`config.mk`:
```
export PLATFORM = sky130hd
export DESIGN_NAME = sd_spi_cmd_xfer
export DESIGN_NICKNAME = d
export VERILOG_FILES = /design/src/rtl/sd_spi_cmd_xfer.sv
export SDC_FILE = /design/constraint.sdc
export NUM_CORES = 1
export LEC_CHECK = 0
export ABC_AREA = 1
export CORE_UTILIZATION = 50
export CTS_BUF_LIST = sky130_fd_sc_hd__clkbuf_8
export CTS_CLUSTER_SIZE = 24
export DETAILED_ROUTE_END_ITERATION = 8
export PLACE_DENSITY = 0.75
export REMOVE_ABC_BUFFERS = 1
export SETUP_SLACK_MARGIN = 0.4
export SKIP_LAST_GASP = 1
export SYNTH_ARGS = -nofsm -noshare
export SYNTH_HDL_FRONTEND = slang
export SYNTH_SLANG_ARGS = --single-unit
```
`constraint.sdc`:
```
create_clock -name clk -period 2.4 [get_ports clk]
set_input_delay 0.48 -clock clk [delete_from_list [all_inputs] [get_ports clk]]
set_output_delay 0.48 -clock clk [all_outputs]
set_load 0.005 [all_outputs]
```
`src/rtl/sd_spi_cmd_xfer.sv`:
```
// sd_spi_cmd_xfer: SD-card SPI-mode command engine (powerup clocks, 48-bit frame, response poll/capture, trailer)
module sd_spi_cmd_xfer #(
  parameter int CLK_DIV      = 2,
  parameter int RESP_TIMEOUT = 8,
  parameter int POWERUP_CLKS = 80
) (
  input  logic        clk,
  input  logic        res,
  input  logic [47:0] cmd_data,
  input  logic        cmd,
  output logic        busy,
  output logic        error,
  output logic [47:0] response,
  output logic        sck,
  output logic        mosi,
  input  logic        miso,
  output logic        cs_n
);
  typedef enum logic [2:0] {IDLE, POWERUP, CMD_TX, RESP_WAIT, RESP_RX, TRAIL} state_t;
  localparam int DW = $clog2(CLK_DIV) + 1;
  localparam int CW = $clog2(POWERUP_CLKS > 48 ? POWERUP_CLKS : 48) + 1;
  localparam int BW = $clog2(RESP_TIMEOUT > 4 ? RESP_TIMEOUT : 4) + 1;
  localparam logic [DW-1:0] DIV_LAST = DW'(CLK_DIV - 1);
  localparam logic [CW-1:0] PU_LAST  = CW'(POWERUP_CLKS - 1);
  localparam logic [BW-1:0] TO_LAST  = BW'(RESP_TIMEOUT - 1);
  state_t state, state_n;
  logic [DW-1:0] div_cnt;
  logic [CW-1:0] cnt;
  logic [BW-1:0] byte_cnt;
  logic [47:0] sh;
  logic [39:0] rx;
  logic ph, pu_done, len5, err_p;
  logic tick, rise, bit_end, byte_st, byte_end;
  assign tick     = div_cnt == DIV_LAST;
  assign rise     = tick && !ph;
  assign bit_end  = tick && ph;
  assign byte_st  = state inside {RESP_WAIT, RESP_RX, TRAIL};
  assign byte_end = bit_end && cnt == CW'(7);
  assign sck      = ph;
  assign mosi     = state == CMD_TX ? sh[47] : 1'b1;
  assign cs_n     = !(state inside {CMD_TX, RESP_WAIT, RESP_RX});
  always_ff @(posedge clk)
    state <= res ? IDLE : state_n;
  always_comb begin
    state_n = state;
    case (state)
      IDLE:      state_n = cmd ? (pu_done ? CMD_TX : POWERUP) : IDLE;
      POWERUP:   if (bit_end && cnt == PU_LAST) state_n = CMD_TX;
      CMD_TX:    if (bit_end && cnt == CW'(47)) state_n = RESP_WAIT;
      RESP_WAIT: if (byte_end) state_n = !rx[7] ? (len5 ? RESP_RX : TRAIL) : (byte_cnt == TO_LAST ? TRAIL : RESP_WAIT);
      RESP_RX:   if (byte_end && byte_cnt == BW'(3)) state_n = TRAIL;
      TRAIL:     if (byte_end) state_n = IDLE;
      default:   state_n = IDLE;
    endcase
  end
  always_ff @(posedge clk) begin
    if (res) begin
      div_cnt  <= '0;
      ph       <= 1'b0;
      cnt      <= '0;
      byte_cnt <= '0;
      sh       <= '0;
      rx       <= '0;
      pu_done  <= 1'b0;
      len5     <= 1'b0;
      err_p    <= 1'b0;
      busy     <= 1'b0;
      error    <= 1'b0;
      response <= '0;
    end else begin
      div_cnt  <= (state == IDLE || tick) ? '0 : div_cnt + 1'b1;
      ph       <= state != IDLE && (tick ? !ph : ph);
      cnt      <= (state_n != state || (byte_st && byte_end)) ? '0 : bit_end ? cnt + 1'b1 : cnt;
      byte_cnt <= state_n != state ? '0 : (byte_st && byte_end) ? byte_cnt + 1'b1 : byte_cnt;
      if (rise && (state == RESP_WAIT || state == RESP_RX)) rx <= {rx[38:0], miso};
      if (state == POWERUP && state_n == CMD_TX) pu_done <= 1'b1;
      if (state == CMD_TX && bit_end) sh <= {sh[46:0], 1'b1};
      if (state == RESP_WAIT && state_n == TRAIL && rx[7]) err_p <= 1'b1;
      if (state == IDLE && cmd) begin
        sh    <= cmd_data;
        len5  <= cmd_data[45:40] == 6'd8 || cmd_data[45:40] == 6'd58;
        err_p <= 1'b0;
        busy  <= 1'b1;
        error <= 1'b0;
      end
      // results and busy retire together on the final trailer edge
      if (state == TRAIL && state_n == IDLE) begin
        busy     <= 1'b0;
        error    <= err_p;
        response <= err_p ? '0 : len5 ? {8'h0, rx} : {40'h0, rx[7:0]};
      end
    end
  end
endmodule

```
# After elaboration in Yosys (flattened, before gate mapping)
# Index checks and enable logic that the tools add are counted.
[word_totals]
reg_bits = 159
elab_cells = 84
inputBits = 52
[op_classes]
n_reduce_logical = 33
muxes = 19
addsub = 3
n_eq_ne = 16
[op_table]
columns = ["operator", "n"]
rows = [
  ["$mux W48", 2],
  ["$mux W40", 2],
  ["$mux W3", 7],
  ["$pmux W3 S6", 1],
  ["$logic_and A1 B1 Y1", 15],
  ["$reduce_or A2 Y1", 5],
  ["$eq A3 B2 Y1 const B", 3],
  ["$eq A3 B3 Y1 const B", 3],
  ["$reduce_bool A3 Y1", 3],
  ["$add A8 B1 Y8 const B", 1],
  ["$eq A8 B3 Y1 const B", 1],
  ["$eq A8 B6 Y1 const B", 1],
  ["$eq A8 B7 Y1 const B", 1],
  ["$eq A6 B4 Y1 const B", 1],
  ["$eq A6 B6 Y1 const B", 1],
  ["$logic_not A3 Y1", 2],
  ["$mux W1", 5],
  ["$add A4 B1 Y4 const B", 1],
  ["$eq A4 B2 Y1 const B", 1],
  ["$eq A4 B3 Y1 const B", 1],
  ["$logic_or A1 B1 Y1", 4],
  ["$mux W2", 2],
  ["$reduce_bool A2 Y1", 2],
  ["$eq A3 B1 Y1 const B", 1],
  ["4 further kinds", 5],
]

# Longest topological paths before layout
# Gate-level depths: netlist (run 1).
[depth]
word_depth = 9
ltp_mapped = 16

# Worst setup path after synthesis (run 1)
# No wires, ideal clock.
[synth_path]
kind = "reg-to-reg"
from = "register div_cnt[1]"
to = "register response[23]"
path_slack_ns = 0.500
path_buffers = 2
setup_time_ns = 0.128
path_stages_with_launch = 16
t_arrival_ns = 1.773
t_required_ns = 2.272
cell_sequence = "dfxtp_1 inv_1 ha_1 ha_1 buf_4 nand2_2 inv_1 nand2_1 nor2_2 nand3_1 inv_1 nor2_4 nand2_4 buf_4 o21ai_0 nor2_1"
[synth_between]
elab_chain_len = 8
[synth_lines]
columns = ["element", "line_no", "rtl"]
rows = [
  ["from (decl)", "27", "logic [DW-1:0] div_cnt;"],
  ["from (signal assigned)", "71", "div_cnt <= (state == IDLE || tick) ? '0 : div_cnt + 1'b1;"],
  ["$eq A2 B1 Y1 (*)", "34", "assign tick = div_cnt == DIV_LAST;"],
  ["$logic_and A1 B1 Y1 (*)", "36", "assign bit_end = tick && ph;"],
  ["named net bit_end", "33", "logic tick, rise, bit_end, byte_st, byte_end;"],
  ["$logic_and A1 B1 Y1", "38", "assign byte_end = bit_end && cnt == CW'(7);"],
  ["$logic_and A1 B1 Y1", "51", "RESP_RX: if (byte_end && byte_cnt == BW'(3)) state_n = TRAIL;"],
  ["$mux W3", "51", ""],
  ["$pmux W3 S6 (*)", "46", "case (state)"],
  ["$logic_not A3 Y1 (*)", "87", "if (state == TRAIL && state_n == IDLE) begin"],
  ["$logic_and A1 B1 Y1 (*)", "87", ""],
  ["to (signal assigned)", "90", "response <= err_p ? '0 : len5 ? {8'h0, rx} : {40'h0, rx[7:0]};"],
  ["to (decl)", "13", "output logic [47:0] response,"],
]
# The timed path passes the listed nets; every way through them passes the cells marked *.
# A chain may end at the register's enable or synchronous reset.

# Worst setup path after layout (run 1)
[layout_path]
from = "register state[2]"
to = "output port mosi"
[layout_between]
elab_chain_len = 2
[layout_lines]
columns = ["element", "line_no", "rtl"]
rows = [
  ["from (decl)", "26", "state_t state, state_n;"],
  ["from (signal assigned)", "43", "state <= res ? IDLE : state_n;"],
  ["$eq A3 B2 Y1", "40", "assign mosi = state == CMD_TX ? sh[47] : 1'b1;"],
  ["$mux W1", "40", ""],
  ["to (decl)", "15", "output logic mosi,"],
]
# No other way between the ends.

==> results_dict.tcl, run 1 <==
set metrics [dict create \
    status "complete, no violations" \
    yosysTopAreaCell "dfxtp_1" \
    setup_slack_ns 0.460 \
    wire_per_inst_um 13.1 \
    drt_first_iter_violations 403 \
    slew_viol_final 0 \
    diodes 0 \
    cts.clk_slew.worst_paths_ns 0.08 \
    endpoint_kind "primary output" \
    dp_hpwl_um 9210 \
    nNetsFinal 1076 \
    gp_congestion 0.838 \
    yosys-top-cells-count "170 x nor2_1, 155 x nand2_1, 151 x dfxtp_1, 83 x inv_1, 80 x o21ai_0" \
    grt_max_degree 57 \
    insertion_delay_ns 0.46 \
    r2r_start "div_cnt[1]" \
    grt_antenna_before_repair 0 \
    p_leak_uw 0.00362 \
    regToRegSetupSlack_ns 0.49 \
    async_reset_ff_frac 0 \
    finalSetupViolations 0 \
    first_global_vias 5419 \
    cts_htree_levels 4 \
    synth_flop_cell "dfxtp_1" \
    startpoint "state[2]" \
    fin_cells 1204 \
    worst_setup_path_start_kind "register" \
    ys_ff_latch 151 \
    maxCapViolCount 0 \
    r2r-end "response[17]" \
    drive_above_1_share 0.134 \
    worst_slew_pin_slew_ns 0.610 \
    post-place-ws_ns 0.280 \
    die_area_sq_um 13900 \
    drt-total-wl_um 15800 \
    start_util 0.523 \
    vias 6097 \
    synth.avg_cell_area_sq_um 7.26 \
    synth_cells 924 \
    max-slew-margin-rel 0.593 \
    finalCriticalPeriod_ns 1.94 \
    seq_area_frac_synth 0.451 \
    cts_made_buffers 17 \
    antenna_left 0 \
    die_height_um 118 \
    power_density_nw_per_um2 599 \
    cts_buffer_depth 2 \
    rr_worst_depth 13 \
    grt_overflow 0 \
    crit_fanout 3 \
    cts_tree "built" \
    dp.cells 1147 \
    port_buffers 96 \
    rows 41 \
    crit_required_ns 1.92 \
    grt_use_total 0.221 \
    drc 0 \
    synthesis.area_sq_um 6710 \
    die_w_um 118 \
    crit_type "reg2out" \
    finalClockSkew_ns 0.0119 \
    root_buffer "clkbuf_8" \
    synth_cell_type_count 39 \
    cts_sinks 151 \
    cp_data_arrival_time_ns 1.46 \
    hold_viol_final 0 \
    avgViaCountPerCell 5.06 \
    ir_drop_mv 0.375 \
    hold_ws_ns 0.392 \
    utilization 0.677 \
    ys_warn_count 0 \
    core_sq_um 12800 \
    rsz0062_at_grt "yes" \
    synth_top_area_share 0.451 \
    period_share 0.808 \
    num_io_pins 105 \
    ctsHoldBuffers 0 \
    syn_to_final_growth_pct 29.5 \
    netlist_top_cells_area "dfxtp_1 45%, nor2_1 9.5%, nand2_1 8.7%" \
    fmax_mhz 515 \
    holdCritPathClass "in2reg" \
    dr.pass1.iters 5 \
    grt_pass1_wl_um 25100 \
    finalPower_uw 5200 \
    synth_edf_count 0 \
    synth_most_common_cell "nor2_1" \
    crit_end "mosi" \
]
-- per-stage QoR --
step                cell area (sq um)  TNS [ns]
CTS                              8280         0
detailed placement               7690         0
global placement                 7690         0
finish                           8690         0
floorplan                        6340    -33.80
global route                     8690         0
-- report_power, final --
group	internal (uW)	switching, uW
Sequential	2560	33.9
Clock	1210	953
Combinational	204	234
Total	3980	1220
-- cells in the final DEF, fill, tap and decap left out, types with 4 or more instances in the layout --
master,count
xor2_1,6
o21bai_1,41
nand3_1,10
buf_12,6
nand4_1,4
clkdlybuf4s50_1,93
o21ai_0,60
buf_4,23
o21ai_1,47
nor2_1,164
buf_6,4
nand2_1,150
clkbuf_8,20
o21ai_2,19
a21oi_1,63
inv_1,81
bufinv_16,4
nand2_2,10
inv_2,6
nor2_4,9
o211ai_1,5
conb_1,8
nor2_2,4
dfxtp_1,146
clkbuf_16,6
-- worst max-delay path, cell delays in order (launching register included) --
cell and delay (ns):
dfxtp_2 0.34, inv_2 0.07, nand2_4 0.07, nor2_4 0.12, inv_2 0.05, or2_4 0.22, buf_2 0.12
-- sequential cells by signal (all words and copies together) (netlist names) --
name	flops
err_p	1
error	1
rx	40
len5	1
byte_cnt	4
state	3
div_cnt	2
response	40
pu_done	1
cnt	8
busy	1
sck	1
sh	48
-- worst min-delay path by stage --
stage          cells after the start          to       start  slack [ns]
6_report                           2      sh[33]         res        0.39
3_5_place_dp                       1  div_cnt[0]  div_cnt[0]        0.42
2_1_floorplan                      1  div_cnt[0]  div_cnt[0]        0.40
5_1_grt                            2      sh[31]         res        0.38
4_1_cts                            2      sh[16]         res        0.38
3_3_place_gp                       1  div_cnt[0]  div_cnt[0]        0.40
-- metal layers --
layer  up-vias  track usage  routed length [um]
li1       3133            -                   -
met1      2815        0.290                7590
met2       121        0.340                7250
met3        28       0.0509                 588
met4         0        0.109                 391
met5         -            0                   0
-- cells by family (layout without fill, tap and decap cells) --
logic type               after synthesis  after routing  synth area share
AND/OR/NAND/NOR                      364            365             0.220
AO/OA/AOI/OAI                        240            240             0.201
buffers and inverters                154            254             0.107
flip-flops                           151            151             0.451
XOR/XNOR                               8              8            0.0104
adder cells (fa/ha/maj)                5              5           0.00933
other                                  1              8          0.000559
multiplexers                           1              1           0.00149
-- layout make-up --
cell class / instances / area, sq um
Fill cell: 1087 / 4140
Multi-Input combinational cell: 627 / 3200
Sequential cell: 151 / 3030
Timing Repair Buffer: 135 / 1460
Inverter: 87 / 329
Clock buffer: 20 / 275
Tap cell: 172 / 215
Clock inverter: 12 / 174
-- what timing repair did --
action / 4_1_cts / 5_1_grt
pin swaps: 4 / 9
buffers inserted: 7 / 8
endpoints found under the setup margin: 47 / 86
resized for setup: 31 / 59
gates cloned: 1 / 9
(Power assumes the default switching activity.)
==> inputs of run 2 (changes only) <==
PLACE_DENSITY = 0.78   (was 0.75)
clock period = 1.64 ns   (was 2.4 ns; I/O delays follow)
==> run 2 against run 1 <==
  * The flow now finishes with violations (DRC, setup timing)
  * Sequential power up 48%
  * Clock power grew 43%
  * Critical path depth rose by 10
  * Sequential share of layout area shrank 6.5 points
  * Sequential cell count unchanged
  * Final cell count rose by 7.9%
  * Critical endpoint is now cnt[4]
  * Largest power group unchanged
  * Highest routed layer unchanged
==> results_dict.tcl, run 2 (synthesized netlist as in run 1, its figures left out) <==
set metrics [dict create \
    status "complete, but fails checks" \
    violations "DRC, setup timing" \
    min_from "res" \
    die_w_um 118 \
    rsz0062_at_grt "yes" \
    antenna_left 0 \
    r2r_start "div_cnt[1]" \
    regToRegSetupSlack_ns -0.54 \
    drive_above_1_share 0.443 \
    rr_worst_depth 16 \
    grt_max_degree 40 \
    maxCapViolCount 0 \
    setup_tns_ns -39.07 \
    cts_sinks 151 \
    crit_path_cell_trace "inv_2 > ha_4 > ha_4 > nand2_4 > nor2_4 > buf_4 > buf_4 > nand3_1 > nand2_1 > nand2_1 > inv_2 > nand2_1 > nand2_2 > nand2_4 > nand3_4 > nor2_2" \
    cts_htree_levels 4 \
    syn_to_final_growth_pct 62.2 \
    endpoint_kind "register" \
    root_buffer "clkbuf_8" \
    crit_top_cell "nand2_1" \
    grt_use_total 0.316 \
    finalSetupViolations 146 \
    core_sq_um 12800 \
    ir_drop_mv 0.651 \
    cts_tree "built" \
    finalCriticalPeriod_ns 2.18 \
    period_share 1.33 \
    reg_top3 "sh: 48 flops, response: 40 flops, rx: 40 flops" \
    min_path_cells 2 \
    max-slew-margin-rel 0.401 \
    wire_per_inst_um 23.7 \
    drc 7 \
    crit_path_max_incr_delay_ns 0.35 \
    slew_viol_final 0 \
    holdCritPathClass "in2reg" \
    largest_reg_flops 48 \
    grt_overflow 0 \
    cp_data_arrival_time_ns 2.60 \
    die_height_um 118 \
    worst_slew_pin_slew_ns 0.889 \
    cp_slowest_cell "dfxtp_2" \
    r2r-end "cnt[4]" \
    drt-total-wl_um 30700 \
    grt_pass1_wl_um 35100 \
    setup_slack_ns -0.539 \
    hold_end "sh[30]" \
    insertion_delay_ns 0.51 \
    crit_fanout 8 \
    grt_antenna_before_repair 0 \
    first_global_vias 7119 \
    dp_hpwl_um 10300 \
    diodes 0 \
    nNetsFinal 1171 \
    utilization 0.848 \
    finalClockSkew_ns 0.0405 \
    finalPower_uw 8320 \
    num_io_pins 105 \
    p_leak_uw 0.00468 \
    start_util 0.523 \
    hold_viol_final 0 \
    power_density_nw_per_um2 765 \
    gp_congestion 0.857 \
    final_cell_mix "134 x nor2_1, 119 x nand2_1, 103 x dfxtp_1" \
    port_buffers 96 \
    final_common_cell "nor2_1" \
    die_area_sq_um 13900 \
    rows 41 \
    ctsHoldBuffers 0 \
    fmax_mhz 459 \
    cts.clk_slew.worst_paths_ns 0.10 \
    cts_made_buffers 17 \
    drt_first_iter_violations 1180 \
    worst_setup_path_start_kind "register" \
    dr.pass1.iters 9 \
    avgViaCountPerCell 6.27 \
    crit_required_ns 2.06 \
    crit_type "reg2reg" \
    vias 8143 \
    top_register "sh" \
    cts_buffer_depth 2 \
]
run 2: cell count changes in the layout (fill, tap and decap cells not counted), moves of 28 or more:
| cell | change |
|---|---|
| clkdlybuf4s50_1 | -43 |
| buf_6 | +39 |
| dfxtp_2 | +42 |
| nor2_1 | -30 |
| a21oi_2 | +30 |
| dfxtp_1 | -43 |
| a21oi_1 | -32 |
| buf_2 | +28 |
| o21ai_2 | +49 |
| o21ai_0 | -52 |
| nand2_1 | -31 |
| buf_4 | +35 |
run 2: repair_timing:
| item | CTS | global route |
|---|---|---|
| cloned | 17 | 3 |
| setup buffers | 34 | 14 |
| pin swaps | 49 | 70 |
| resized for setup | 467 | 216 |
| endpoints found under the setup margin | 193 | 193 |
| hold endpoints to repair | 0 | 0 |
run 2: layout make-up:
cell class | count | area, sq um
tap | 172 | 215
timing repair buffer | 231 | 2680
inverter | 87 | 359
sequential | 151 | 3090
clock inverter | 10 | 116
fill | 557 | 1940
clock buffer | 22 | 303
multi-input combinational | 626 | 4120
run 2: worst max path at each step:
| stage | start | end | slack [ns] | cells past startpoint |
|---|---|---|---|---|
| after global placement | div_cnt[1] | cnt[5] | -0.25 | 13 |
| final | div_cnt[1] | cnt[4] | -0.54 | 16 |
| after detailed placement | div_cnt[1] | cnt[6] | -0.32 | 13 |
| after CTS | div_cnt[1] | response[11] | -0.21 | 15 |
| after floorplan | state[1] | sh[46] | -1.49 | 8 |
| after global routing | div_cnt[1] | cnt[4] | -0.58 | 16 |
run 2: stage by stage:
step	setup slack [ns]	hold WS [ns]	cell area, sq um	std cells
after floorplan	-1.49	0.397	6340	864
after global placement	-0.248	0.405	8130	1199
after detailed placement	-0.316	0.420	8130	1199
after CTS	-0.215	0.174	9890	1282
after global routing	-0.578	0.181	10900	1299
final	-0.539	0.159	10900	1299
run 2: layer usage:
layer | wire [um] | GRT usage
met4 | 2760 | 0.171
met2 | 14000 | 0.515
met3 | 3050 | 0.0732
met1 | 11000 | 0.387
met5 | 0 | 0
run 2: worst max-delay path: cells and delay by family (launching register included):
family | cells | cell delay [ns]
AND/OR/NAND/NOR | 10 | 1.06
buffers and inverters | 4 | 0.38
flip-flops | 1 | 0.35
adder cells (fa/ha/maj) | 2 | 0.33
run 2: power breakdown:
| group | internal (uW) | total [uW] | switching [uW] |
|---|---|---|---|
| Sequential | 3750 | 3840 | 92.9 |
| Clock | 1560 | 3110 | 1560 |
| Combinational | 680 | 1360 | 684 |
